[config.mk]
export PLATFORM = sky130hd
export DESIGN_NAME = memory_cycle
export DESIGN_NICKNAME = d
export VERILOG_FILES = /design/src/rtl/mem_stage_pkg.sv /design/src/rtl/lsu_align.sv /design/src/rtl/memory_cycle.sv
export SDC_FILE = /design/constraint.sdc
export NUM_CORES = 1
export LEC_CHECK = 0
export BUFFER_PORTS_ARGS = -buffer_cell sky130_fd_sc_hd__buf_2
export CAP_MARGIN = 20
export CORE_UTILIZATION = 30
export CTS_BUF_LIST = sky130_fd_sc_hd__clkbuf_4
export DETAILED_ROUTE_END_ITERATION = 10
export PLACE_DENSITY = 0.61
export SYNTH_ARGS = -nofsm -noshare
export SYNTH_HDL_FRONTEND = slang
export SYNTH_SLANG_ARGS = --single-unit
[constraint.sdc]
create_clock -name clk -period 4.25 [get_ports clk]
set_input_delay 0.85 -clock clk [delete_from_list [all_inputs] [get_ports clk]]
set_output_delay 0.85 -clock clk [all_outputs]
set_load 0.05 [all_outputs]
[src/rtl/mem_stage_pkg.sv]
// Memory stage encodings shared by the M-stage FSM and the lane aligner.
// RegWrite, ResultSrc and MemWrite codes plus the data-access FSM states.
package mem_stage_pkg;

  localparam logic [2:0] RW_NONE = 3'b000;
  localparam logic [2:0] RW_WORD = 3'b001;
  localparam logic [2:0] RW_LB   = 3'b010;
  localparam logic [2:0] RW_LH   = 3'b011;
  localparam logic [2:0] RW_LBU  = 3'b100;
  localparam logic [2:0] RW_LHU  = 3'b101;

  localparam logic [1:0] RS_ALU = 2'b00;
  localparam logic [1:0] RS_MEM = 2'b01;
  localparam logic [1:0] RS_PC4 = 2'b10;

  localparam logic [1:0] MW_NONE = 2'b00;
  localparam logic [1:0] MW_SB   = 2'b01;
  localparam logic [1:0] MW_SH   = 2'b10;
  localparam logic [1:0] MW_SW   = 2'b11;

  typedef enum logic {
    IDLE,
    WAIT
  } state_e;

endpackage

[src/rtl/lsu_align.sv]
// Byte-lane steering for stores, load extraction/extension
// and misalignment detection for the memory stage.
module lsu_align
  import mem_stage_pkg::*;
(
  input  logic [1:0]  addrLo,
  input  logic [1:0]  memWrite,
  input  logic [2:0]  regWrite,
  input  logic        isLoad,
  input  logic [31:0] storeData,
  input  logic [31:0] rdata,
  output logic [3:0]  be,
  output logic [31:0] wdata,
  output logic [31:0] loadData,
  output logic        misalign
);

  logic [7:0]  lb;
  logic [15:0] lh;
  logic        isHalf;
  logic        isWord;

  always_comb begin
    be    = 4'b1111;
    wdata = storeData;
    unique case (1'b1)
      memWrite == MW_SB: begin
        be    = 4'b0001 << addrLo;
        wdata = {4{storeData[7:0]}};
      end
      memWrite == MW_SH: begin
        be    = addrLo[1] ? 4'b1100 : 4'b0011;
        wdata = {2{storeData[15:0]}};
      end
      default: ;
    endcase
  end

  assign lb = rdata[{addrLo, 3'b000} +: 8];
  assign lh = addrLo[1] ? rdata[31:16] : rdata[15:0];

  always_comb begin
    loadData = rdata;
    unique case (1'b1)
      regWrite == RW_LB:  loadData = {{24{lb[7]}}, lb};
      regWrite == RW_LH:  loadData = {{16{lh[15]}}, lh};
      regWrite == RW_LBU: loadData = {24'h0, lb};
      regWrite == RW_LHU: loadData = {16'h0, lh};
      default: ;
    endcase
  end

  assign isHalf = (memWrite == MW_SH)
    || (isLoad && (regWrite == RW_LH || regWrite == RW_LHU));
  assign isWord = (memWrite == MW_SW)
    || (isLoad && regWrite == RW_WORD);
  assign misalign = (isHalf && addrLo[0])
    || (isWord && addrLo != 2'b00);

endmodule

[src/rtl/memory_cycle.sv]
// Memory pipeline stage: dmem req/ack handshake with timeout,
// stall generation and the M->W pipeline register.
module memory_cycle
  import mem_stage_pkg::*;
#(
  parameter int unsigned TIMEOUT_CYCLES = 255
) (
  input  logic        clk,
  input  logic        rst,
  input  logic [2:0]  RegWriteM,
  input  logic [1:0]  ResultSrcM,
  input  logic [1:0]  MemWriteM,
  input  logic [31:0] ALUResultM,
  input  logic [31:0] WriteDataM,
  input  logic [31:0] PCPlus4M,
  input  logic [4:0]  RDM,
  output logic        dmem_req,
  output logic        dmem_we,
  output logic [3:0]  dmem_be,
  output logic [31:0] dmem_addr,
  output logic [31:0] dmem_wdata,
  input  logic        dmem_ack,
  input  logic [31:0] dmem_rdata,
  output logic        StallM,
  output logic        RegWriteW,
  output logic [1:0]  ResultSrcW,
  output logic [31:0] ALUResultW,
  output logic [31:0] ReadDataW,
  output logic [31:0] PCPlus4W,
  output logic [4:0]  RDW,
  output logic        misalignW,
  output logic        bus_errW
);

  localparam logic [31:0] TLIM = TIMEOUT_CYCLES - 1;

  state_e      state, stateNext;
  logic [31:0] cnt, cntNext;
  logic        isLoad, access, misalign;
  logic        timeoutHit, latch;
  logic        wLoad, misNext, errNext;
  logic [3:0]  alignBe;
  logic [31:0] alignWdata, loadData;
  logic        reqWe;
  logic [3:0]  reqBe;
  logic [31:0] reqAddr, reqWdata;

  assign isLoad = (ResultSrcM == RS_MEM);
  assign access = (MemWriteM != MW_NONE) || isLoad;
  assign timeoutHit = (TIMEOUT_CYCLES != 0) && (cnt == TLIM);

  lsu_align uAlign (
    .addrLo    (ALUResultM[1:0]),
    .memWrite  (MemWriteM),
    .regWrite  (RegWriteM),
    .isLoad    (isLoad),
    .storeData (WriteDataM),
    .rdata     (dmem_rdata),
    .be        (alignBe),
    .wdata     (alignWdata),
    .loadData  (loadData),
    .misalign  (misalign)
  );

  always_ff @(posedge clk or negedge rst) begin
    if (!rst) begin
      state    <= IDLE;
      cnt      <= '0;
      reqWe    <= 1'b0;
      reqBe    <= '0;
      reqAddr  <= '0;
      reqWdata <= '0;
    end else begin
      state <= stateNext;
      cnt   <= cntNext;
      if (latch) begin
        reqWe    <= (MemWriteM != MW_NONE);
        reqBe    <= alignBe;
        reqAddr  <= {ALUResultM[31:2], 2'b00};
        reqWdata <= alignWdata;
      end
    end
  end

  always_comb begin
    stateNext  = state;
    cntNext    = cnt;
    latch      = 1'b0;
    wLoad      = 1'b0;
    misNext    = 1'b0;
    errNext    = 1'b0;
    StallM     = 1'b0;
    dmem_req   = 1'b0;
    dmem_we    = 1'b0;
    dmem_be    = '0;
    dmem_addr  = '0;
    dmem_wdata = '0;
    unique case (state)
      IDLE: begin
        cntNext = '0;
        if (!access) begin
          wLoad = 1'b1;
        end else if (misalign) begin
          misNext = 1'b1;
        end else begin
          dmem_req   = 1'b1;
          dmem_we    = (MemWriteM != MW_NONE);
          dmem_be    = alignBe;
          dmem_addr  = {ALUResultM[31:2], 2'b00};
          dmem_wdata = alignWdata;
          if (dmem_ack) begin
            wLoad = 1'b1;
          end else begin
            StallM    = 1'b1;
            latch     = 1'b1;
            stateNext = WAIT;
          end
        end
      end
      WAIT: begin
        dmem_req   = 1'b1;
        dmem_we    = reqWe;
        dmem_be    = reqBe;
        dmem_addr  = reqAddr;
        dmem_wdata = reqWdata;
        if (dmem_ack) begin
          wLoad     = 1'b1;
          stateNext = IDLE;
        end else if (timeoutHit) begin
          // release the stall so the dropped access leaves M
          errNext   = 1'b1;
          stateNext = IDLE;
        end else begin
          StallM  = 1'b1;
          cntNext = cnt + 32'd1;
        end
      end
      default: stateNext = IDLE;
    endcase
    if (!rst) begin
      dmem_req = 1'b0;
      StallM   = 1'b0;
    end
  end

  always_ff @(posedge clk or negedge rst) begin
    if (!rst) begin
      RegWriteW  <= 1'b0;
      ResultSrcW <= '0;
      ALUResultW <= '0;
      ReadDataW  <= '0;
      PCPlus4W   <= '0;
      RDW        <= '0;
      misalignW  <= 1'b0;
      bus_errW   <= 1'b0;
    end else begin
      misalignW <= misNext;
      bus_errW  <= errNext;
      if (wLoad) begin
        RegWriteW  <= (RegWriteM != RW_NONE)
          && (MemWriteM == MW_NONE);
        ResultSrcW <= ResultSrcM;
        ALUResultW <= ALUResultM;
        ReadDataW  <= isLoad ? loadData : '0;
        PCPlus4W   <= PCPlus4M;
        RDW        <= RDM;
      end else begin
        RegWriteW  <= 1'b0;
        ResultSrcW <= '0;
        ALUResultW <= '0;
        ReadDataW  <= '0;
        PCPlus4W   <= '0;
        RDW        <= '0;
      end
    end
  end

endmodule
; ---- Word level (Yosys, flattened, before mapping)
; Cells that the tools add are included.
[totals]
latch_bits = 0
reg_bits = 206
romBits = 0
output_inout_bits = 177
mem_count = 0
ramBits = 0
[op_classes]
n_reduce_logical = 15
shift = 2
div_mod_pow = 0
add_sub_neg = 1
n_lt_le_gt_ge = 0
n_eq_ne = 12
bitwise = 1
mul = 0
muxes = 49
[ops]
columns = cell, count
row1 = two-way mux 32 bit, 10
row2 = case mux 32 bit (2 select lines), 4
row3 = case mux 32 bit (4 select lines), 1
row4 = "adder 32 x 1 -> 32 bit, second input constant", 1
row5 = "== test 32 x 8 -> 1 bit, second input constant", 1
row6 = variable part select 32 x 6 -> 8 bit, 1
row7 = two-way mux 1 bit, 22
row8 = two-way mux 16 bit, 1
row9 = case mux 4 bit (2 select lines), 2
row10 = two-way mux 4 bit, 3
row11 = case mux 1 bit (2 select lines), 4
row12 = "== test 3 x 2 -> 1 bit, second input constant", 2
row13 = "== test 3 bit, second input constant", 2
row14 = logical AND 1 bit, 5
row15 = logical OR 1 bit, 5
row16 = two-way mux 5 bit, 1
row17 = "== test 2 x 1 -> 1 bit, second input constant", 2
row18 = "== test 2 bit, second input constant", 2
row19 = "!= test 2 bit, second input constant", 2
row20 = nonzero test 2 bit, 2
row21 = "<< shifter 1 x 2 -> 4 bit, first input constant", 1
row22 = "== test 3 x 1 -> 1 bit, second input constant", 1
row23 = nonzero test 3 bit, 1
row24 = logical NOT 2 bit, 1
row25 = other kinds (3), 3

; ---- Logic depth before layout (Yosys ltp)
; Gate-level depths: netlist (run 1).
[depth]
ltp_word = 10
ltp_mapped = 8
depth_no_buf = 7

; ---- By module
; A second synthesis (run 1) with hierarchy kept.
[hier_totals]
hier_cells = 887
area_unflattened_um2 = 9693.0
[modules_own_cells]
columns = module, n_inst, area_each_um2, cells_each
row1 = memory_cycle, 1, 8405.6, 667
row2 = lsu_align, 1, 1287.5, 220

; ---- Worst setup path before layout (run 1)
; Ideal clock, no wire load.
[synth_path]
path_kind = in2out
start = input MemWriteM[0]
end = output dmem_wdata[29]
cell_stages = 6
path_buffers = 2
arrival_ns = 2.987
setup_slack_ns = 0.413
t_required_ns = 3.400
cell_sequence = inv_1 ha_1 clkbuf_1 clkbuf_1 o21ai_0 o21ai_0
[synth_between]
elab_chain_cells = 7
elab_cells_between_ends = 14
classes_between = eq/ne: 3 / mux: 4 / reduce/logical: 7
[synth_lines]
columns = item, line_no
row1 = "start, declared", memory_cycle.sv:12  ; input logic [1:0] MemWriteM,
row2 = "== test 2 bit, on equally long branches", "lsu_align.sv:31, lsu_align.sv:53, lsu_align.sv:55"
row3 = "logical OR 1 bit, on equally long branches", "lsu_align.sv:54, lsu_align.sv:56"
row4 = "logical AND 1 bit, on equally long branches", "lsu_align.sv:57, lsu_align.sv:58"
row5 = logical OR 1 bit, lsu_align.sv:58  ; || (isWord && addrLo != 2'b00);
row6 = two-way mux 32 bit, memory_cycle.sv:103  ; end else if (misalign) begin
row7 = two-way mux 32 bit (*), memory_cycle.sv:101  ; if (!access) begin
row8 = case mux 32 bit (2 select lines) (*), memory_cycle.sv:98  ; unique case (state)
row9 = "end, declared", memory_cycle.sv:21  ; output logic [31:0] dmem_wdata,
; Every way passes the cells marked *; elsewhere a longest branch is shown, timed or not.

; ---- Worst setup path in the final report (run 1)
[layout_path]
start = input ResultSrcM[0]
end = output dmem_addr[20]
[layout_between]
elab_chain_cells = 8
elab_cells_between_ends = 12
classes_between = eq/ne: 1 / mux: 3 / reduce/logical: 8
[layout_lines]
columns = item, line_no
row1 = "start, declared", memory_cycle.sv:11  ; input logic [1:0] ResultSrcM,
row2 = == test 2 x 1 -> 1 bit (*), memory_cycle.sv:48  ; assign isLoad = (ResultSrcM == RS_MEM);
row3 = "logical AND 1 bit, on equally long branches", "lsu_align.sv:54, lsu_align.sv:56"
row4 = "logical OR 1 bit, on equally long branches", "lsu_align.sv:54, lsu_align.sv:56"
row5 = "logical AND 1 bit, on equally long branches", "lsu_align.sv:57, lsu_align.sv:58"
row6 = logical OR 1 bit, lsu_align.sv:58
row7 = two-way mux 32 bit, memory_cycle.sv:103
row8 = two-way mux 32 bit (*), memory_cycle.sv:101
row9 = case mux 32 bit (2 select lines) (*), memory_cycle.sv:98
row10 = "end, declared", memory_cycle.sv:20  ; output logic [31:0] dmem_addr,
; Marks and branches as above.

==> results.md, run 1 <==
- Leak pwr: 6.16 nW
- Critical path data arrival time: 2980 ps
- GRT overflow: 0
- Vias in the first global route: 7,563
- Ys async rst share: 100%
- CTS clk-pin slew, worst paths: 70 ps
- # port buffers: 317
- Vias/cell: 4.75
- Most frequent cells in the layout: buf_2, dfrtp_1, nand2_1
- DRT antenna net count: 0
- Post-CTS Hold Buffers: 1
- Final setup viols: 0
- Power density over the cells: 474 mW/mm^2
- Slew @ Worst Pin: 901 ps
- Worst setup EP type: primary output
- Max clock buf depth: 3
- Clk root buf: clkbuf_4
- HPWL after DPL: 19,300 microns
- Final net count: 1,360
- DRT Wirelength: 27,700 microns
- Placed cell count: 1,546
- Non-Filler Instances: 1,653
- Die Y: 179 microns
- Vias: 7,854
- Die area: 0.0319 sq mm
- Required time of the critical path: 3400 ps
- Most common cell after layout, fill and taps aside: buf_2
- Core area: 0.0307 sq mm
- Hold Path Class: in2reg
- Crit path max-delay family: simple AND/OR/NAND/NOR gates
- Critical path, cell by cell: buf_2, nor2b_1, a311o_1, nand2_1, and2_2, buf_4, a22o_1, buf_2
- Gpl congestion: 0.788
- # rows: 64
- Initial core utilization: 30.5%
- Startpoint of the worst hold path: PCPlus4M[15]
- Startpoint Class: input port
- CP max stage delay: 530 ps
- CTS buffer count: 58
- Share of cells above drive strength 1: 37.7%
- Synth cell types: 53
- Post-CTS Resized: 0
- RSZ-0062 raised after global routing: false
- Fin. Hold Viols: 0
- Post CTS Setup Buffer Count: 0
- DRT Pass-1 Iters: 5
- CTS Sinks: 206
- Peak supply drop: 0.194 mV
- Clk_skew: 64.3 ps
- GR Util All Layers: 17.2%
- Cells after synthesis: 877
- TritonCTS clock tree: built
- Area share of the largest cell type after synthesis: 55.1%
- # IOs: 320
- Min cycle time layout: 3830 ps
- Residual DRC: 0
- Chip width: 179 microns
- F_max: 0.261 GHz
- Worst skew pair latency: 720 ps
- Run status: completed
- Worst-path fanout max: 27
- Hold slack: 334 ps
- MaxCap Viol Count: 0
- FF-to-FF Start: state
- Worst setup path start: ResultSrcM[0]
- Setup tns final: 0 ps
- Slew headroom: 39.9%
- DRC marker count from the first detailed-route iteration: 353
- Top FF cell, synth: dfrtp_1
- Critical path's slowest cell: and2_2
- Synth area leader: dfrtp_1
- Synth area leaders: dfrtp_1, and2_1, mux2_4
- Layout area overhead: 28.8%
- H-tree levels: 2
- First-pass GRT wire length: 42,600 microns
- Initial antenna violation count: 1
- Post-Syn Area: 0.00936 sq mm
- Critical path's most frequent cell: buf_2
- Tcrit/Tclk final: 90.2%
- Post-synth EDFFs: 0
- Sequential area share after synthesis: 55.1%
- Critical path class: in2out
- Synthesized area per cell: 10.7 sq um
- Largest net degree at the start of global routing: 93
- Yosys warnings: 0
- Average wire per standard cell: 16.7 microns
- Slew Viols, Final: 0
- Critical path buffers and inverters: 3
- FF+latch count, synth: 206
-- worst reg2reg max path, stage by stage (launching register included) --
cell and delay, ps:
dfrtp_2 380, buf_4 670, a2111o_2 230, buf_12 350, mux2_2 510
-- per-stage QoR --
stage                     instance area (sq um)  worst slack [ps]  power, W  utilization (%)
after floorplan                            9360               413   0.00351                -
after global placement                    11300               437   0.00395             36.8
after detailed placement                  11300               376   0.00397             36.9
after CTS                                 12100               367   0.00581             39.3
after global routing                      12100               236   0.00605             39.3
final                                     12100               416   0.00572             39.3
-- state kept, by name, indices dropped and copies added (netlist names) --
register and count:
PCPlus4W 32, bus_errW 1, cnt 32, ALUResultW 32, ResultSrcW 2, ReadDataW 32, reqAddr 30, state 1
RDW 5, reqWe 1, reqWdata 32, reqBe 4, misalignW 1, RegWriteW 1
-- final timing paths --
path                       slack [ps]            end  cells after the start
max in group asynchronous        2540         RDW[0]                      3
min reg2reg                       480   reqWdata[13]                      2
max reg2reg                      1980     reqAddr[5]                      4
min in group asynchronous         620    reqAddr[16]                      2
max                               420  dmem_addr[20]                      8
min                               330   PCPlus4W[15]                      2
-- Yosys cell counts (3+ instances only) --
library cell / n
and3_1: 5
o31ai_1: 6
nand2_1: 91
buf_2: 7
mux2_2: 14
xor2_1: 16
and2_1: 74
inv_1: 16
nor4_1: 6
o21ai_0: 71
a22o_1: 43
mux2_4: 30
o22ai_1: 6
a22oi_1: 16
buf_4: 4
a221oi_1: 7
clkbuf_1: 42
nor2_1: 68
nand4_1: 15
mux2i_1: 4
ha_1: 6
a21oi_1: 25
dfrtp_1: 206
nor3_1: 13
nand2b_1: 10
xnor2_1: 5
nor2b_1: 10
or3_1: 3
or4_1: 6
o21a_1: 4
nor4b_1: 3
buf_1: 3
buf_6: 4
a31oi_1: 7
nand3_1: 11
-- where the power goes --
part           internal [W]  total, W  switching, W
clock              0.000909   0.00179      0.000884
sequential          0.00219   0.00231      0.000122
combinational      0.000483   0.00162       0.00113
-- metal layers --
layer / global-route usage (%) / wire (microns) / vias to the layer above
met5: 0 / 0 / -
met4: 5.72 / 572 / 0
met3: 4.01 / 1650 / 49
met2: 28.1 / 13700 / 247
met1: 22.2 / 11800 / 3801
li1: - / - / 3757
-- layout make-up --
class                      instances  area (sq um)
fill                            3104         18600
sequential                       206          5160
multi-input combinational        594          3860
timing repair buffer             333          1740
clock buffer                      77           578
tap                              396           495
clock inverter                    28           146
inverter                          18          67.6
antenna                            1          2.50
-- kinds of logic after synthesis --
kind of cell | after synthesis | synth area share (%)
and+or+nand+nor | 321 | 17.4
DFF | 206 | 55.1
AOI/OAI and AO/OA | 195 | 13.8
buffers and inverters | 78 | 3.70
muxes | 49 | 7.17
xor gates and xnor gates | 21 | 1.97
adders and majority gates | 6 | 0.802
other | 1 | 0.0401
(Power assumes the default switching activity.)
==> run 2: changes to the inputs <==
Settings changed: CORE_MARGIN from default to 3.
==> run 2 against run 1 <==
  * Sequential power barely moved
  * Core utilization rose by 0.14 points
  * Final cell count rose by 0.12%
  * Total power rose by 0.70%
  * First-iteration DRC count rose by 23%
  * Worst setup slack improved by 17 ps
  * Design area rose by 0.35%
  * Sequential cell count did not move
  * Count of clock-buffer cells in the layout rose by 9
  * Routed wire length rose by 1.8%
  * Combinational power barely moved
  * Non-clock buffer count rose by 3
  * Largest power group unchanged
==> results.md, run 2 (synthesized netlist as in run 1, its figures left out) <==
- Run status: completed
- Die area: 0.0333 sq mm (+4.5%)
- CTS clk-pin slew, worst paths: 60 ps (about the same)
- GR Util All Layers: 16.5% (-0.69 points)
- TritonCTS clock tree: built
- Share of cells above drive strength 1: 38.3% (+0.58 points)
- Setup tns final: 0 ps (unchanged)
- Clk_skew: 54.2 ps (-10.1 ps)
- Vias: 7,900 (+0.59%)
- F_max: 0.262 GHz (+0.45%)
- CTS buffer count: 58 (unchanged)
- MaxCap Viol Count: 0 (unchanged)
- Vias in the first global route: 8,076 (+6.8%)
- Startpoint Class: input port
- Most common cell after layout, fill and taps aside: buf_2
- Die Y: 183 microns (+2.2%)
- Vias/cell: 4.77 (+0.46%)
- Worst R2R Path Depth: 4 (unchanged)
- Critical path, cell by cell: buf_2, inv_1, ha_1, a311o_1, nand2_1, and2_2, a22o_1, buf_2
- Critical path's slowest cell: and2_2
- # rows: 64 (unchanged)
- Min cycle time layout: 3820 ps (-17.0 ps)
- Post-CTS Hold Buffers: 0 (-1)
- Residual DRC: 0 (unchanged)
- CTS Sinks: 206 (unchanged)
- # port buffers: 317 (unchanged)
- Largest net degree at the start of global routing: 119 (+28%)
- GRT overflow: 0 (unchanged)
- RSZ-0062 raised after global routing: false
- CP max stage delay: 710 ps (+180 ps)
- Setup ws final: 433 ps (+17.0 ps)
- Crit path max-delay family: simple AND/OR/NAND/NOR gates
- Placement Setup Slack: 447 ps (+70.5 ps)
- Clk root buf: clkbuf_4
- Power density over the cells: 476 mW/mm^2 (+0.34%)
- Critical path buffers and inverters: 3 (unchanged)
- DRT Pass-1 Iters: 4 (-1)
- Fin. Hold Viols: 0 (unchanged)
- Layout area overhead: 29.3%
- H-tree levels: 2 (unchanged)
- Initial core utilization: 30.5% (unchanged)
- DRT Wirelength: 28,200 microns (+1.8%)
- Average wire per standard cell: 17.0 microns (+1.7%)
- Core area: 0.0307 sq mm (unchanged)
- Worst skew pair latency: 690 ps (-30 ps)
- Tcrit/Tclk final: 89.8% (-0.40 points)
- Worst setup path start: MemWriteM[0]
- FF-to-FF Start: state
- Leak pwr: 6.19 nW (+0.45%)
- Crit Reg-Reg Endpoint: reqAddr[8]
- First-pass GRT wire length: 44,500 microns (+4.3%)
- Slew Viols, Final: 0 (unchanged)
- Slew @ Worst Pin: 893 ps (-7.86 ps)
- Worst setup EP type: primary output
- Critical path's most frequent cell: buf_2
- DRC marker count from the first detailed-route iteration: 433 (+23%)
- Chip width: 183 microns (+2.2%)
- Final setup viols: 0 (unchanged)
- Initial antenna violation count: 2 (+1)
- R2R Setup Slk: 1680 ps (-300 ps)
- Worst-path fanout max: 42 (+56%)
- Post CTS Setup Buffer Count: 0 (unchanged)
- Slew headroom: 40.5% (+0.52 points)
- # IOs: 320 (unchanged)
- Post-CTS Resized: 0 (unchanged)
- Required time of the critical path: 3400 ps (about the same)
- Gpl congestion: 0.822 (+4.3%)
- DRT antenna net count: 0 (unchanged)
- Most frequent cells in the layout: buf_2, dfrtp_1, nand2_1
- Critical path class: in2out
- Fillers: 3,166 (+2.0%)
- Max clock buf depth: 3 (unchanged)
- Hold Path Class: in2async
- HPWL after DPL: 20,100 microns (+4.3%)
- Peak supply drop: 0.208 mV (+7.5%)
- Critical path data arrival time: 2970 ps (about the same)
- Final net count: 1,363 (+0.22%)
-- run 2: cell count changes in the layout (fill, tap and decap cells not counted), sizes merged --
cell	before	now
clkinv	25	15
clkbuf	77	87
buf	332	335
dlygate4sd3	1	0
-- run 2: how the worst max path moves through the flow --
stage	end	slack, ps	cells past startpoint
2_1_floorplan	dmem_wdata[29]	410	6
3_3_place_gp	dmem_be[0]	520	7
3_5_place_dp	dmem_addr[15]	450	7
4_1_cts	StallM	350	9
5_1_grt	StallM	190	9
6_report	dmem_addr[15]	430	8
-- run 2: report_power, final --
part / switching, W / total (W) / leakage [nW] / internal [W]
clock network: 0.000845 / 0.00183 / 0.436 / 0.000982
logic: 0.00113 / 0.00162 / 3.09 / 0.000486
registers: 0.000122 / 0.00231 / 2.67 / 0.00219
total: 0.00210 / 0.00576 / 6.19 / 0.00366
-- run 2: final cells by class --
type	instances	area (sq um)	area share, %
Multi-Input combinational cell	594	3860	31.9
Tap cell	396	495	4.10
Clock inverter	18	103	0.848
Antenna cell	1	2.50	0.0207
Sequential cell	206	5160	42.6
Timing Repair Buffer	336	1760	14.6
Inverter	18	67.6	0.559
Clock buffer	86	646	5.34
-- run 2: per-layer routing --
| layer | track usage [%] | share of wire, % | vias up |
|---|---|---|---|
| met5 | 0 | 0.035 | - |
| met4 | 6.22 | 3.2 | 2 |
| met3 | 4.42 | 6.5 | 60 |
| met2 | 28.0 | 50 | 256 |
| met1 | 20.1 | 41 | 3818 |
| li1 | - | - | 3764 |
-- run 2: through the flow --
| step | hold slack (ps) | instance area, sq um | power [W] | instances | util, % |
|---|---|---|---|---|---|
| final | 94.6 | 12100 | 0.00576 | 1655 | 39.4 |
| after global placement | 461 | 11300 | 0.00396 | 1550 | 37.0 |
| after global routing | 43.1 | 12100 | 0.00608 | 1655 | 39.4 |
| after CTS | 26.9 | 12100 | 0.00585 | 1654 | 39.4 |
| after floorplan | 450 | 9360 | 0.00351 | 878 | - |
| after detailed placement | 470 | 11300 | 0.00398 | 1550 | 37.0 |
-- run 2: worst reg2reg max path, delay by kind of cell (launching register included) --
family	cells	cell delay, ps
compound gates	1	670
mux	1	370
buf+inv	2	1010
flops	1	380
==> run 3: changes to the inputs <==
Settings changed: GPL_ROUTABILITY_DRIVEN from default to 0.
Clock period 4.25 ns to 3.8 ns, I/O delays scaled along.
==> run 3 against run 2 <==
  * Global-route usage about the same
  * Non-clock buffer count down 2
  * Register-to-register slack worse by 360 ps
  * Core utilization up 0.098 points
  * Clock skew up 33 ps
  * Routed wire length down 1.1%
  * Combinational power up 11%
  * Clock power up 10%
  * Final cell count up 0.12%
  * Via count down 0.94%
  * Critical endpoint is now StallM
  * Largest cell class unchanged
==> results.md, run 3 (synthesized netlist as in run 1, its figures left out) <==
- Die area: 0.0333 sq mm (unchanged)
- Most frequent cells in the layout: buf_2, dfrtp_1, nand2_1
- CTS buffer count: 59 (+1.7%)
- Die Y: 183 microns (unchanged)
- F_max: 0.286 GHz
- Residual DRC: 0 (unchanged)
- Tcrit/Tclk final: 92.1%
- Final net count: 1,362 (-0.073%)
- Max clock buf depth: 3 (unchanged)
- Peak supply drop: 0.271 mV (+30%)
- Non-Filler Instances: 1,657 (+0.12%)
- Fillers: 3,098 (-2.1%)
- Chip width: 183 microns (unchanged)
- Core area: 0.0307 sq mm (unchanged)
- Min cycle time layout: 3500 ps
- Vias in the first global route: 8,027 (-0.61%)
- DRT Pass-1 Iters: 5 (+1)
- Share of cells above drive strength 1: 38.5% (+0.21 points)
- # rows: 64 (unchanged)
- Slew Viols, Final: 0 (unchanged)
- Hold Path Class: in2reg
- Slew @ Worst Pin: 846 ps (-46.6 ps)
- Seq pwr share: 40.4% (+0.3 points)
- Power density over the cells: 530 mW/mm^2 (+11%)
- Initial antenna violation count: 2 (unchanged)
- Clk root buf: clkbuf_4
- Average wire per standard cell: 16.8 microns (-1.2%)
- Setup tns final: 0 ps (unchanged)
- Internal Pwr Total: 0.00406 W (+11%)
- GRT overflow: 0 (unchanged)
- Worst-path fanout max: 5 (-88%)
- Critical path data arrival time: 2740 ps (-230 ps)
- DRC marker count from the first detailed-route iteration: 439 (+1.4%)
- First-pass GRT wire length: 44,100 microns (-0.71%)
- Vias: 7,826 (-0.94%)
- Fin. Hold Viols: 0 (unchanged)
- Placed cell count: 1,547 (-0.19%)
- Critical path class: reg2out
- Clk_skew: 86.8 ps (+32.6 ps)
- Clock network fraction of design power: 31.5% (-0.2 points)
- Worst skew pair latency: 720 ps (+30 ps)
- Initial core utilization: 30.5% (unchanged)
- Gate power share: 28.1% (about the same)
- TritonCTS clock tree: built
- MaxCap Viol Count: 0 (unchanged)
- HPWL after DPL: 20,100 microns (-0.29%)
- Run status: completed
- Leak pwr: 6.20 nW (+0.25%)
- Slew headroom: 43.6% (+3.1 points)
- DRT antenna net count: 0 (unchanged)
- CTS Sinks: 206 (unchanged)
- GR Util All Layers: 16.5% (about the same)
- H-tree levels: 2 (unchanged)
- Sw Ratio: 36.8% (+0.31 points)
- # IOs: 320 (unchanged)
- Startpoint Class: register
- Most common cell after layout, fill and taps aside: buf_2
- Vias/cell: 4.72 (-1.1%)
- DRT Wirelength: 27,900 microns (-1.1%)
- Final setup viols: 0 (unchanged)
- PnR Total Power: 0.00643 W (+12%)
- Required time of the critical path: 3040 ps (-360 ps)
- Worst setup EP type: primary output
- Post-CTS Hold Buffers: 0 (unchanged)
- Layout area overhead: 29.6%
- # port buffers: 317 (unchanged)
- Largest net degree at the start of global routing: 156 (+31%)
- RSZ-0062 raised after global routing: false
- CTS clk-pin slew, worst paths: 60 ps (about the same)
- Sw power: 0.00237 W (+13%)
[run 3: cell count changes in the layout (fill, tap and decap cells not counted), moves of 2 or more]
cell | previous run | this run
clkbuf_4 | 86 | 88
buf_4 | 17 | 14
clkinv_2 | 1 | 3
buf_12 | 2 | 4
[run 3: final timing paths]
| kind | cells after the start | endpoint | start | slack (ps) |
|---|---|---|---|---|
| hold / removal | 2 | PCPlus4W[21] | PCPlus4M[21] | 240 |
| setup / recovery | 9 | StallM | cnt[0] | 300 |
| setup reg to reg | 4 | ReadDataW[11] | state | 1320 |
| min in group asynchronous | 2 | reqWdata[15] | rst | 270 |
| hold reg to reg | 2 | reqWdata[8] | reqWdata[8] | 480 |
| max in group asynchronous | 2 | PCPlus4W[13] | rst | 2840 |
[run 3: critical path, stage by stage, from the launching register on]
cell,delay [ps]
dfrtp_1,430
inv_1,90
ha_1,170
nor4b_2,230
nand4_1,180
nor4_2,280
buf_4,150
nand2_1,60
and3_1,210
buf_2,220
[run 3: layout make-up]
type	instances	area [sq um]	share of cell area, %
repair buffers	334	1780	14.6
clock buffers	88	661	5.45
flip-flops and latches	206	5160	42.5
clock inverters	19	96.3	0.794
well taps	396	495	4.09
inverters	18	67.6	0.557
diodes	2	5.00	0.0413
multi-input cells	594	3870	31.9
[run 3: what timing repair did]
| action | 4_1_cts | 5_1_grt |
|---|---|---|
| endpoints found under the setup margin | 1 | 1 |
| buffers inserted | 0 | 1 |
| resized for setup | 1 | 0 |
| pin swaps | 0 | 0 |
[run 3: power by group through the flow]
stage                     combinational, W  sequential [W]  clock [W]
final                              0.00180         0.00260    0.00202
after global routing               0.00193         0.00262    0.00224
after CTS                          0.00182         0.00260    0.00212
after detailed placement           0.00182         0.00263          0
after global placement             0.00180         0.00263          0
after floorplan                    0.00109         0.00284          0
[run 3: stage by stage]
step	cell area [sq um]	hold slack (ps)	setup slack (ps)	utilization [%]
final	12100	244	300	39.5
after CTS	12100	167	90.1	39.5
after global placement	11400	462	522	37.0
after floorplan	9360	450	143	-
after global routing	12100	186	112	39.5
after detailed placement	11400	470	466	37.0
[run 3: metal layers]
layer | vias up | GRT usage, % | wire (microns)
met3 | 78 | 3.91 | 1810
met1 | 3705 | 20.5 | 11300
met5 | - | 0 | 0
met4 | 0 | 7.07 | 1020
met2 | 278 | 27.6 | 13700
li1 | 3765 | - | -
